[src/rtl/feature_quant_packer.sv]
// Quantizes raw unsigned features to 2-bit codes and packs NUM_FEAT codes per output vector,
// double-buffered. Define FEAT_QUANT_ERR_CNT_EN to add a saturating framing-error counter (err_cnt).
module feature_quant_packer #(
  parameter int NUM_FEAT = 16,
  parameter int IN_W     = 8,
  parameter int Q_W      = 2,
  parameter int THR0     = 64,
  parameter int THR1     = 128,
  parameter int THR2     = 192
) (
  input  logic                     clk,
  input  logic                     rst_n,
  input  logic                     s_valid,
  output logic                     s_ready,
  input  logic [IN_W-1:0]          s_data,
  input  logic                     s_last,
  output logic                     m_valid,
  input  logic                     m_ready,
  output logic [NUM_FEAT*Q_W-1:0]  m_data,
  output logic                     err
`ifdef FEAT_QUANT_ERR_CNT_EN
  ,
  output logic [15:0]              err_cnt
`endif
);

  localparam int VEC_W = NUM_FEAT * Q_W;
  localparam int CNT_W = (NUM_FEAT > 1) ? $clog2(NUM_FEAT) : 1;
  localparam logic [CNT_W-1:0] CNT_MAX = CNT_W'(NUM_FEAT - 1);
  localparam logic [IN_W-1:0]  THR0_V  = IN_W'(THR0);
  localparam logic [IN_W-1:0]  THR1_V  = IN_W'(THR1);
  localparam logic [IN_W-1:0]  THR2_V  = IN_W'(THR2);

  localparam logic [0:0] ST_FILL = 1'b0;
  localparam logic [0:0] ST_HOLD = 1'b1;

  logic [0:0]       state_q, state_d;
  logic [CNT_W-1:0] count_q, count_d;
  logic [VEC_W-1:0] asm_q, asm_d;
  logic [VEC_W-1:0] m_data_q, m_data_d;
  logic             m_valid_q, m_valid_d;
  logic             err_q, err_d;

  logic [Q_W-1:0]      q_code;
  logic [NUM_FEAT-1:0] fld_sel;
  logic [VEC_W-1:0]    asm_ins;
  logic                accept;
  logic                out_free;

  always_comb begin
    if (s_data >= THR2_V)      q_code = Q_W'(3);
    else if (s_data >= THR1_V) q_code = Q_W'(2);
    else if (s_data >= THR0_V) q_code = Q_W'(1);
    else                       q_code = Q_W'(0);
  end

  // asm_ins is the assembly buffer with the current code dropped into the slot named by count_q;
  // on the final beat it is the complete vector.
  for (genvar gi = 0; gi < NUM_FEAT; gi++) begin : g_field
    assign fld_sel[gi] = (count_q == CNT_W'(gi));
    assign asm_ins[gi*Q_W +: Q_W] = fld_sel[gi] ? q_code : asm_q[gi*Q_W +: Q_W];
  end

  assign s_ready  = (state_q == ST_FILL);
  assign accept   = s_valid & s_ready;
  assign out_free = ~m_valid_q | m_ready;

  always_comb begin
    state_d   = state_q;
    count_d   = count_q;
    asm_d     = asm_q;
    m_data_d  = m_data_q;
    m_valid_d = m_valid_q;
    err_d     = 1'b0;

    if (m_valid_q && m_ready) m_valid_d = 1'b0;

    case (state_q)
      ST_FILL: begin
        if (accept) begin
          if (count_q != CNT_MAX) begin
            if (s_last) begin
              count_d = '0;
              asm_d   = '0;
              err_d   = 1'b1;
            end else begin
              asm_d   = asm_ins;
              count_d = count_q + 1'b1;
            end
          end else begin
            // Vector complete: a missing s_last is flagged but the vector is still delivered.
            count_d = '0;
            err_d   = ~s_last;
            if (out_free) begin
              m_data_d  = asm_ins;
              m_valid_d = 1'b1;
              asm_d     = '0;
            end else begin
              asm_d   = asm_ins;
              state_d = ST_HOLD;
            end
          end
        end
      end
      ST_HOLD: begin
        if (m_valid_q && m_ready) begin
          m_data_d  = asm_q;
          m_valid_d = 1'b1;
          asm_d     = '0;
          state_d   = ST_FILL;
        end
      end
      default: state_d = ST_FILL;
    endcase
  end

  always_ff @(posedge clk or negedge rst_n) begin
    if (!rst_n) begin
      state_q   <= ST_FILL;
      count_q   <= '0;
      asm_q     <= '0;
      m_data_q  <= '0;
      m_valid_q <= 1'b0;
      err_q     <= 1'b0;
    end else begin
      state_q   <= state_d;
      count_q   <= count_d;
      asm_q     <= asm_d;
      m_data_q  <= m_data_d;
      m_valid_q <= m_valid_d;
      err_q     <= err_d;
    end
  end

  assign m_valid = m_valid_q;
  assign m_data  = m_data_q;
  assign err     = err_q;

`ifdef FEAT_QUANT_ERR_CNT_EN
  logic [15:0] err_cnt_q;

  always_ff @(posedge clk or negedge rst_n) begin
    if (!rst_n) begin
      err_cnt_q <= '0;
    end else if (err_q && (err_cnt_q != 16'hFFFF)) begin
      err_cnt_q <= err_cnt_q + 16'd1;
    end
  end

  assign err_cnt = err_cnt_q;
`endif

endmodule

[config.mk]
export PLATFORM = sky130hd
export DESIGN_NAME = feature_quant_packer
export DESIGN_NICKNAME = d
export VERILOG_FILES = /design/src/rtl/feature_quant_packer.sv
export SDC_FILE = /design/constraint.sdc
export NUM_CORES = 1
export LEC_CHECK = 0
export CAP_MARGIN = 15
export CORE_MARGIN = 4
export CORE_UTILIZATION = 50
export CTS_CLUSTER_SIZE = 28
export DETAILED_ROUTE_END_ITERATION = 6
export GPL_TIMING_DRIVEN = 1
export PLACE_DENSITY = 0.72
export SLEW_MARGIN = 25
export SYNTH_ARGS = -nofsm -noshare
export SYNTH_HDL_FRONTEND = slang
export SYNTH_SLANG_ARGS = --single-unit
[constraint.sdc]
create_clock -name clk -period 2.1 [get_ports clk]
set_clock_uncertainty 0.15 [all_clocks]
set_input_delay 0.315 -clock clk [delete_from_list [all_inputs] [get_ports clk]]
set_output_delay 0.315 -clock clk [all_outputs]
set_load 0.02 [all_outputs]
# After elaboration in Yosys (flattened, before gate mapping)
# Index checks and enable logic that the tools add are counted.
[totals]
regBits = 71
input_bits = 13
out_inout_bits = 35
wordCells = 87
[op_classes]
n_addsub = 1
order_cmp = 3
n_eq_ne = 20
mux = 47
bitwise = 5
n_reduce_logical = 5
[op_table]
columns = ["operator", "count"]
rows = [
  ["two-way mux 32 bit", 9],
  ["case mux 32 bit (2 select lines)", 2],
  ["two-way mux 2 bit", 18],
  ["== test 4 bit (second input constant)", 8],
  ["== test 4 x 3 -> 1 bit (second input constant)", 4],
  [">= comparator 8 bit (second input constant)", 2],
  ["two-way mux 1 bit", 14],
  ["== test 4 x 2 -> 1 bit (second input constant)", 2],
  [">= comparator 8 x 7 -> 1 bit (second input constant)", 1],
  ["two-way mux 4 bit", 2],
  ["!= test 2 x 1 -> 1 bit (second input constant)", 3],
  ["adder 4 x 1 -> 4 bit (second input constant)", 1],
  ["== test 4 x 1 -> 1 bit (second input constant)", 1],
  ["zero test 4 bit", 1],
  ["!= test 4 bit (second input constant)", 1],
  ["case mux 1 bit (2 select lines)", 2],
  ["AND reduction 2 bit", 2],
  ["AND reduction 4 bit", 1],
  ["NOT 1 bit", 3],
  ["!= test 2 bit (second input constant)", 1],
  ["bitwise AND 1 bit", 1],
  ["logical AND 1 bit", 1],
  ["bitwise OR 1 bit", 1],
]

# Logic depth before layout (Yosys ltp)
# Gate-level depths: netlist (run 1).
[depth]
ltp_word = 9
mapped_depth = 7

# Worst setup path after synthesis (run 1)
# Ideal clock, no wire load.
[synth_timing]
path_type = "register to register"
start = "register count_q[0]"
end = "register m_data_q[10] (netlist: m_data[10])"
arrival_ns = 1.537
slack_ns = 0.301
stages_incl_launch_ff = 7
path_cell_list = "dfrtp_1 ha_1 and3_4 o211ai_4 nor2_4 buf_6 a2111oi_2"
[synth_via]
elab_chain_cells = 6
word_cells_on_any_way = 9
cone_classes = "3 x eq/ne; 5 x mux; 1 x reduce/logical"
[synth_rtl]
columns = ["item", "line_no", "text"]
rows = [
  ["from (decl)", "38", "logic [CNT_W-1:0] count_q, count_d;"],
  ["from (signal assigned)", "127", "count_q <= count_d;"],
  ["== test 4 x 3 -> 1 bit", "60", "assign fld_sel[gi] = (count_q == CNT_W'(gi));"],
  ["two-way mux 2 bit", "61", "assign asm_ins[gi*Q_W +: Q_W] = fld_sel[gi] ? q_code : asm_q[gi*Q_W +: Q_W];"],
  ["two-way mux 32 bit", "94", "if (out_free) begin"],
  ["two-way mux 32 bit", "81", "if (count_q != CNT_MAX) begin"],
  ["two-way mux 32 bit", "80", "if (accept) begin"],
  ["case mux 32 bit (2 select lines)", "78", "case (state_q)"],
  ["to (signal assigned)", "129", "m_data_q <= m_data_d;"],
  ["to (decl)", "40", "logic [VEC_W-1:0] m_data_q, m_data_d;"],
]
# Parallel ways exist; a longest one is shown, timed or not. The select of a mux whose other input is x is not followed.
# A chain may end at the register's enable or synchronous reset.

# Worst setup path after layout (run 1)
[layout_timing]
start = "register count_q[0]"
end = "register m_data_q[5] (netlist: m_data[5])"
[layout_via]
elab_chain_cells = 6
word_cells_on_any_way = 9
cone_classes = "3 x eq/ne; 5 x mux; 1 x reduce/logical"
[layout_rtl]
columns = ["item", "line_no"]
rows = [
  ["== test 4 x 2 -> 1 bit", "60"],
  ["two-way mux 2 bit", "61"],
  ["two-way mux 32 bit", "94"],
  ["two-way mux 32 bit", "81"],
  ["two-way mux 32 bit", "80"],
  ["case mux 32 bit (2 select lines)", "78"],
]
# Parallel ways exist; a longest one is shown, timed or not. The select of a mux whose other input is x is not followed.

==> results.yml, run 1 <==
finish:
  area_growth_pct: 20.3
  final_util_pct: 62.4
  diodes: 0
  fin_nets: 488
  drive_above_1_share_pct: 22.7
  layout_common_cells: "dfrtp_1 (70), nor2_1 (63), clkdlybuf4s50_1 (38), nand2_1 (36), buf_4 (29)"
  layout_commonest_cell: "dfrtp_1"
  fin_cells: 581
synthesis:
  seq_area_frac_synth_pct: 41.5
  syn-instance-count: 419
  ys_ff_latch: 71
  netlist_area_um2: 4280
  syn-num-nets: 436
  ys.warnings.count: 0
  synth.avg_cell_area_um2: 10.2
  yosysUniqueCellTypes: 43
clocking:
  clock_latency_ns: 0.36
  cts_root_buf: "clkbuf_8"
  cts_buffer_depth: 2
  cts.clk_slew.worst_paths_ns: 0.08
  cts.sinks: 71
  ctsHtreeMaxLevel: 3
  cts_buffers: 9
  post_cts_buffers: 0
  cts_tree: "done"
drt:
  vias_per_cell: 6.15
  wirelength_mm: 11.3
  first_pass_iters: 5
  vias: 3574
  route.antenna.remaining_nets: 0
  wl_per_cell_um: 19.4
  drt_iter0_markers: 263
  drc: 0
timing:
  worst_slack_ns: 0.122
  min_period_ns: 1.98
  period_share_pct: 94.2
  relSlewSlack_pct: 56.7
  worst_pin_slew_ns: 0.648
  tns_ns: 0
  slew_viol_final: 0
  hold_viol: 0
  rsz0062_at_grt: "no"
  finalSetupViolCount: 0
  clock.fmax_ghz: 0.506
global_route:
  grt_max_degree: 72
  grt_usage_pct: 23.6
  antenna_found_initial: 0
  grt_first_pass_wirelength_mm: 18.7
  grt_pass1_vias: 3656
  overflow: 0
die:
  die_x_um: 101
  coreArea_um2: 8260
  io_pins: 48
  fp.dieH_um: 101
  dieArea_um2: 10100
  rows: 33
  start_util_pct: 51.9
power:
  seqPwrFrac_pct: 51.5
  p_comb_share_pct: 12.1
  total_leakage_power_nw: 2.22
  vdd_drop_max_v: 0.000307
  p_sw_share_pct: 27.6
  p_sw_mw: 0.755
  intPower_mw: 1.98
  power_density_nw_per_um2: 530
  clkPwrFrac_pct: 36.3
hold_path:
  hp-class: "reg2reg"
worst_setup_path:
  cp-end-kind: "flip-flop"
  worstPathArrival_ns: 2.05
  cp-start-kind: "flip-flop"
  path_max_fanout: 4
  worst-setup-path-type: "reg2reg"
  cp.required_ns: 2.17
  r2r_slack_ns: 0.12
placement:
  numPortBuffers: 41
  place_ws_ns: -0.438
  dp_cells: 563
  gp_congestion: 0.789
  dp_hpwl_mm: 7.08
run_status:
  status: "finished clean"
run:
  cap_violations: 0
[final timing paths]
| kind | start | to | cells after the start |
|---|---|---|---|
| hold / removal | asm_q[30]$_DFFE_PN0P_ | asm_q[30]$_DFFE_PN0P_ | 1 |
| max in group asynchronous | rst_n | state_q$_DFF_PN0_ | 3 |
| min in group asynchronous | rst_n | asm_q[3]$_DFFE_PN0P_ | 3 |
| setup / recovery | count_q[0]$_DFFE_PN0P_ | m_data[5]$_DFFE_PN0P_ | 6 |
| setup reg to reg | count_q[0]$_DFFE_PN0P_ | m_data[5]$_DFFE_PN0P_ | 6 |
| hold reg to reg | asm_q[30]$_DFFE_PN0P_ | asm_q[30]$_DFFE_PN0P_ | 1 |
[critical path, stage by stage, from the launching register on]
cell       delay (ns)
dfrtp_1          0.38
buf_4            0.14
inv_1            0.11
ha_1             0.27
nor3b_2          0.31
mux2i_1          0.36
a2111oi_2        0.12
[power groups by stage]
stage	registers, mW	logic, mW	clock network, mW
after floorplan	1.43	0.192	0
after global placement	1.43	0.320	0
after detailed placement	1.43	0.328	0
after CTS	1.41	0.332	0.998
after global routing	1.41	0.361	1.05
final	1.41	0.332	0.992
[cell families after synthesis]
group,after synthesis,synth area share (%)
xor+xnor,1,0.205
simple gates,148,15.8
compound gates,123,29.4
mux,26,6.08
buf+inv,46,5.84
fa+ha+maj,4,1.17
flops,71,41.5
[routing by layer]
layer  GRT usage [%]  part of all wire, %  vias to the layer above
met4            9.95                  1.8                        0
met3            3.81                  4.4                       18
li1                -                    -                     1671
met5               0                    0                        -
met2            36.8                   47                       89
met1            32.6                   46                     1796
[stage by stage]
step	cell area, um^2	power [mW]	hold WS (ns)
2_1_floorplan	4280	1.63	-0.131
4_1_cts	5150	2.74	0.351
3_5_place_dp	4960	1.76	0.227
6_report	5150	2.73	0.348
3_3_place_gp	4960	1.75	0.229
5_1_grt	5150	2.82	0.355
[timing repair]
action	in CTS	in global routing
hold buffers	1	0
endpoints found under the hold margin	71	0
gates resized for setup	3	4
pin swaps	0	0
setup endpoints to repair	28	3
cloned	1	0
[final cells by class]
type / count / area (um^2)
multi-input cells: 303 / 2270
inverters: 8 / 30.0
clock inverters: 3 / 18.8
fillers: 678 / 3100
flip-flops and latches: 71 / 1780
well taps: 105 / 131
clock buffers: 13 / 149
repair buffers: 78 / 774
[Yosys cell counts, drive strengths merged]
master / count / area, um^2
nand2: 37 / 141
a21oi: 7 / 35.0
ha: 4 / 50.1
nand3: 5 / 25.0
a31oi: 6 / 52.6
nor2b: 3 / 18.8
inv: 8 / 30.0
clkbuf: 8 / 30.0
o21a: 1 / 7.51
dfrtp: 71 / 1780
o21bai: 2 / 15.0
xnor2: 1 / 8.76
a311oi: 1 / 15.0
a2111oi: 26 / 378
or2: 1 / 6.26
mux2i: 26 / 260
o211ai: 1 / 21.3
nor3b: 3 / 37.5
o22a: 26 / 228
a41oi: 1 / 27.5
and3: 3 / 23.8
o22ai: 8 / 50.1
a32o: 2 / 20.0
o31ai: 27 / 303
nand2b: 4 / 32.5
o2bb2ai: 4 / 35.0
buf: 30 / 190
nor3: 27 / 135
o221ai: 4 / 35.0
a22o: 1 / 8.76
nand3b: 1 / 7.51
nor2: 64 / 248
o21ai: 6 / 30.0
[registers in the layout, summed over array words and instances, names as in the netlist]
signal and cells:
m_data 32, count_q 4, asm_q 32, err 1
state_q 1, m_valid 1
Note: power is estimated with default switching activity, not from simulation.
==> run 2, diff against run 1 <==
--- a/config.mk
+++ b/config.mk
@@ -7,11 +7,10 @@
 export LEC_CHECK = 0
 export CAP_MARGIN = 15
 export CORE_MARGIN = 4
-export CORE_UTILIZATION = 50
+export CORE_UTILIZATION = 40
 export CTS_CLUSTER_SIZE = 28
 export DETAILED_ROUTE_END_ITERATION = 6
 export GPL_TIMING_DRIVEN = 1
-export PLACE_DENSITY = 0.72
 export SLEW_MARGIN = 25
 export SYNTH_ARGS = -nofsm -noshare
 export SYNTH_HDL_FRONTEND = slang
==> results.yml, run 2 (synthesized netlist as in run 1, its figures left out) <==
run_status:
  status: "finished clean"
placement:
  gp_congestion: 0.791
  dp_hpwl_mm: 7.47
  dp_cells: 595
  numPortBuffers: 41
clocking:
  cts_buffer_depth: 2
  ctsHtreeMaxLevel: 3
  cts_tree: "done"
  cts.sinks: 71
  clock_latency_ns: 0.35
  cts.clk_slew.worst_paths_ns: 0.08
  cts_root_buf: "clkbuf_8"
  cts_buffers: 9
drt:
  route.antenna.remaining_nets: 0
  wl_per_cell_um: 18.3
  wirelength_mm: 11.2
  drt_iter0_markers: 234
  first_pass_iters: 5
  vias: 3525
  vias_per_cell: 5.75
  drc: 0
timing:
  finalSetupViolCount: 0
  clock.fmax_ghz: 0.493
  min_period_ns: 2.03
  holdWs_ns: 0.360
  rsz0062_at_grt: "no"
  relSlewSlack_pct: 72.4
  period_share_pct: 96.5
  worst_pin_slew_ns: 0.410
  tns_ns: 0
  hold_viol: 0
  slew_viol_final: 0
finish:
  fin_cells: 613
  area_growth_pct: 24.2
  layout_commonest_cell: "dfrtp_1"
  final_util_pct: 51.3
  diodes: 0
  layout_common_cells: "dfrtp_1 (71), nor2_1 (63), clkdlybuf4s50_1 (39), nand2_1 (36), nor3_1 (27)"
  drive_above_1_share_pct: 23.5
  fin_nets: 489
  n_fill_cell: 945
worst_setup_path:
  crit_start: "m_valid$_DFF_PN0_"
  critPathBufInv: 1
  cp.required_ns: 1.63
  cp-start-kind: "flip-flop"
  path_max_fanout: 6
  path_cells: "clkdlybuf4s50_1"
  cp-end-kind: "output pin"
  slowest_stage: "clkdlybuf4s50_1"
  crit_path_max_incr_delay_ns: 0.67
  worst-setup-path-type: "reg2out"
  r2r_slack_ns: 0.10
  worstPathArrival_ns: 1.56
  r2r_start: "count_q[0]$_DFFE_PN0P_"
  critPathTopFamily: "buffers and inverters"
die:
  start_util_pct: 41.3
  die_x_um: 111
  coreArea_um2: 10400
  fp.dieH_um: 111
  io_pins: 48
  dieArea_um2: 12400
  rows: 37
power:
  vdd_drop_max_v: 0.000269
  total_leakage_power_nw: 2.27
  power_density_nw_per_um2: 568
global_route:
  grt_usage_pct: 18.6
  overflow: 0
  grt_pass1_vias: 3604
  grt_max_degree: 72
  antenna_found_initial: 0
  grt_first_pass_wirelength_mm: 18.9
hold_path:
  hold_start: "asm_q[21]$_DFFE_PN0P_"
  hp-class: "reg2reg"
run:
  cap_violations: 0
-- run 2: cell types whose count changed in the layout (fill, tap and decap cells not counted), sizes merged --
cell	previous run	this run
clkinv	3	1
nor2	65	64
clkdlybuf4s50	38	39
clkinvlp	0	2
dlygate4sd2	1	0
clkbuf	13	11
buf	37	39
bufinv	0	2
-- run 2: tightest hold or removal path, stage by stage, from the launching register on --
cell and delay, ns:
dfrtp_1 0.37, nand2_1 0.05, o31ai_1 0.06
-- run 2: power breakdown --
| part | total, mW | internal [mW] | switching [mW] | leakage [nW] |
|---|---|---|---|---|
| Sequential | 1.41 | 1.39 | 0.0210 | 0.986 |
| Combinational | 0.323 | 0.123 | 0.200 | 1.17 |
| Clock | 1.29 | 0.732 | 0.557 | 0.112 |
| Total | 3.02 | 2.25 | 0.778 | 2.27 |
-- run 2: metal layers --
layer / track usage (%) / vias to the layer above / part of all wire, %
met3: 3.91 / 10 / 4.1
li1: - / 1670 / -
met2: 29.8 / 85 / 48
met5: 0 / - / 0
met1: 25.5 / 1760 / 46
met4: 5.52 / 0 / 1.4
-- run 2: per-stage QoR --
| step | setup slack [ns] | instance area, um^2 | total power [mW] |
|---|---|---|---|
| 6_report | 0.0734 | 5320 | 3.02 |
| 3_5_place_dp | -0.0216 | 5070 | 1.76 |
| 5_1_grt | 0.00719 | 5320 | 3.14 |
| 4_1_cts | 0.0296 | 5310 | 3.05 |
| 3_3_place_gp | 0.0189 | 5070 | 1.75 |
| 2_1_floorplan | 0.301 | 4280 | 1.63 |
-- run 2: what timing repair did --
item | 4_1_cts | 5_1_grt
setup endpoints to repair | 0 | 23
setup buffers | 0 | 1
gates resized for setup | 0 | 2
endpoints found under the hold margin | 71 | 0
hold buffers | 1 | 0
-- run 2: worst paths after layout --
path	endpoint	depth (start not counted)
worst max-delay path	m_valid	1
worst min-delay path	asm_q[21]$_DFFE_PN0P_	2
worst max register to register	m_data[1]$_DFFE_PN0P_	6
worst min register to register	asm_q[21]$_DFFE_PN0P_	2
max in group asynchronous	asm_q[20]$_DFFE_PN0P_	3
min in group asynchronous	m_data[5]$_DFFE_PN0P_	3
-- run 2: final cells by class --
class	instances	area, um^2	share of cell area (%)
clock buffers	11	151	2.85
repair buffers	80	853	16.0
flip-flops and latches	71	1780	33.4
well taps	136	170	3.20
clock inverters	5	80.1	1.51
multi-input cells	302	2260	42.5
inverters	8	30.0	0.564
==> run 3, diff against run 2 <==
--- a/config.mk
+++ b/config.mk
@@ -6,6 +6,7 @@
 export NUM_CORES = 1
 export LEC_CHECK = 0
 export CAP_MARGIN = 15
+export CORE_ASPECT_RATIO = 1.4
 export CORE_MARGIN = 4
 export CORE_UTILIZATION = 40
 export CTS_CLUSTER_SIZE = 28
==> results.yml, run 3 (synthesized netlist as in run 1, its figures left out) <==
clocking:
  cts_root_buf: "clkbuf_16"
  post_cts_buffers: 0
  cts_tree: "done"
  clock_latency_ns: 0.33
  cts.clk_slew.worst_paths_ns: 0.06
  cts_buffers: 9
  ctsHtreeMaxLevel: 3
  cts_buffer_depth: 2
  cts.sinks: 71
drt:
  route.antenna.remaining_nets: 0
  wirelength_mm: 12.1
  vias_per_cell: 5.77
  vias: 3541
  drc: 0
  wl_met2_mm: 6.27
  met1_length_mm: 5.21
  first_pass_iters: 5
  drt_iter0_markers: 220
  met3_length_um: 433
  top_layer: "met4"
  wl_per_cell_um: 19.7
die:
  start_util_pct: 41.2
  dieArea_um2: 12500
  rows: 44
  fp.dieH_um: 130
  coreArea_um2: 10400
  die_x_um: 95.5
  io_pins: 48
global_route:
  grt_first_pass_wirelength_mm: 19.9
  grt_max_degree: 44
  grt_pass1_vias: 3650
  antenna_found_initial: 0
  grt_usage_pct: 20.9
  overflow: 0
timing:
  slew_viol_final: 0
  period_share_pct: 94.1
  finalSetupViolCount: 0
  rsz0062_at_grt: "no"
  tns_ns: 0
  clock.fmax_ghz: 0.506
  min_period_ns: 1.98
  relSlewSlack_pct: 57.0
  worst_pin_slew_ns: 0.643
  hold_viol: 0
worst_setup_path:
  cp-endpoint: "asm_q[22]$_DFFE_PN0P_"
  worst-setup-path-type: "reg2reg"
  r2r_start: "count_q[0]$_DFFE_PN0P_"
  cp-end-kind: "flip-flop"
  path_max_fanout: 22
  crit_start: "count_q[0]$_DFFE_PN0P_"
  r2r-end: "asm_q[22]$_DFFE_PN0P_"
  worstPathArrival_ns: 2.03
  ff2ff_path_depth: 6
  r2r_slack_ns: 0.12
  cp-start-kind: "flip-flop"
  cp.required_ns: 2.16
run_status:
  status: "finished clean"
finish:
  drive_above_1_share_pct: 23.3
  area_growth_pct: 24.0
  fin_nets: 488
  final_util_pct: 51.1
  diodes: 0
  layout_common_cells: "dfrtp_1 (70), nor2_1 (63), clkdlybuf4s50_1 (38), nand2_1 (36), buf_4 (28)"
  layout_commonest_cell: "dfrtp_1"
power:
  vdd_drop_max_v: 0.000359
  power_density_nw_per_um2: 600
  total_leakage_power_nw: 2.27
placement:
  gp_congestion: 0.856
  numPortBuffers: 41
  dp_hpwl_mm: 7.77
run:
  cap_violations: 0
hold_path:
  hp-class: "reg2reg"
run 3: layer usage:
layer,vias to the layer above,global-route usage [%]
li1,1666,-
met1,1769,26.4
met2,93,36.3
met3,13,3.09
met4,0,7.45
met5,-,0
run 3: worst max-delay path, stage by stage (launching register included):
cell	delay, ns
dfrtp_1	0.39
ha_1	0.21
and3_4	0.16
buf_4	0.22
a41oi_4	0.35
buf_12	0.24
o31ai_1	0.10
run 3: metrics by stage:
step                power, mW  worst slack (ns)  std cells  hold WS, ns  cell area, um^2
global placement         1.77            -0.389        596        0.203             5000
finish                   3.19             0.124        614        0.347             5310
global route             3.30            0.0181        614        0.365             5310
floorplan                1.63             0.301        419       -0.131             4280
CTS                      3.21            0.0319        614        0.353             5300
detailed placement       1.78            -0.377        596        0.199             5000
run 3: worst min path at each step:
stage                               start                     to  slack (ns)  cells past startpoint
CTS                 asm_q[30]$_DFFE_PN0P_  asm_q[30]$_DFFE_PN0P_        0.35                      1
global route        asm_q[30]$_DFFE_PN0P_  asm_q[30]$_DFFE_PN0P_        0.36                      1
floorplan                           rst_n   asm_q[0]$_DFFE_PN0P_       -0.13                      0
global placement                    rst_n   asm_q[1]$_DFFE_PN0P_        0.20                      1
detailed placement                  rst_n  m_data[1]$_DFFE_PN0P_        0.20                      1
finish              asm_q[30]$_DFFE_PN0P_  asm_q[30]$_DFFE_PN0P_        0.35                      1
run 3: timing repair:
item                                    CTS  global route
resized for setup                         3             5
endpoints found under the setup margin   27             7
hold endpoints to repair                 19             0
cloned                                    1             0
pin swaps                                 1             0
hold buffers                              1             0
run 3: power breakdown:
group	leakage [nW]	internal, mW	switching (mW)	total, mW
Combinational	1.14	0.137	0.211	0.347
Clock	0.142	0.856	0.575	1.43
Sequential	0.985	1.39	0.0178	1.41
Total	2.27	2.39	0.804	3.19
run 3: area by class of cell:
type | count | area, um^2
tap | 138 | 173
multi-input combinational | 303 | 2280
sequential | 71 | 1780
inverter | 8 | 30.0
fill | 957 | 5090
timing repair buffer | 78 | 778
clock inverter | 4 | 20.0
clock buffer | 12 | 256
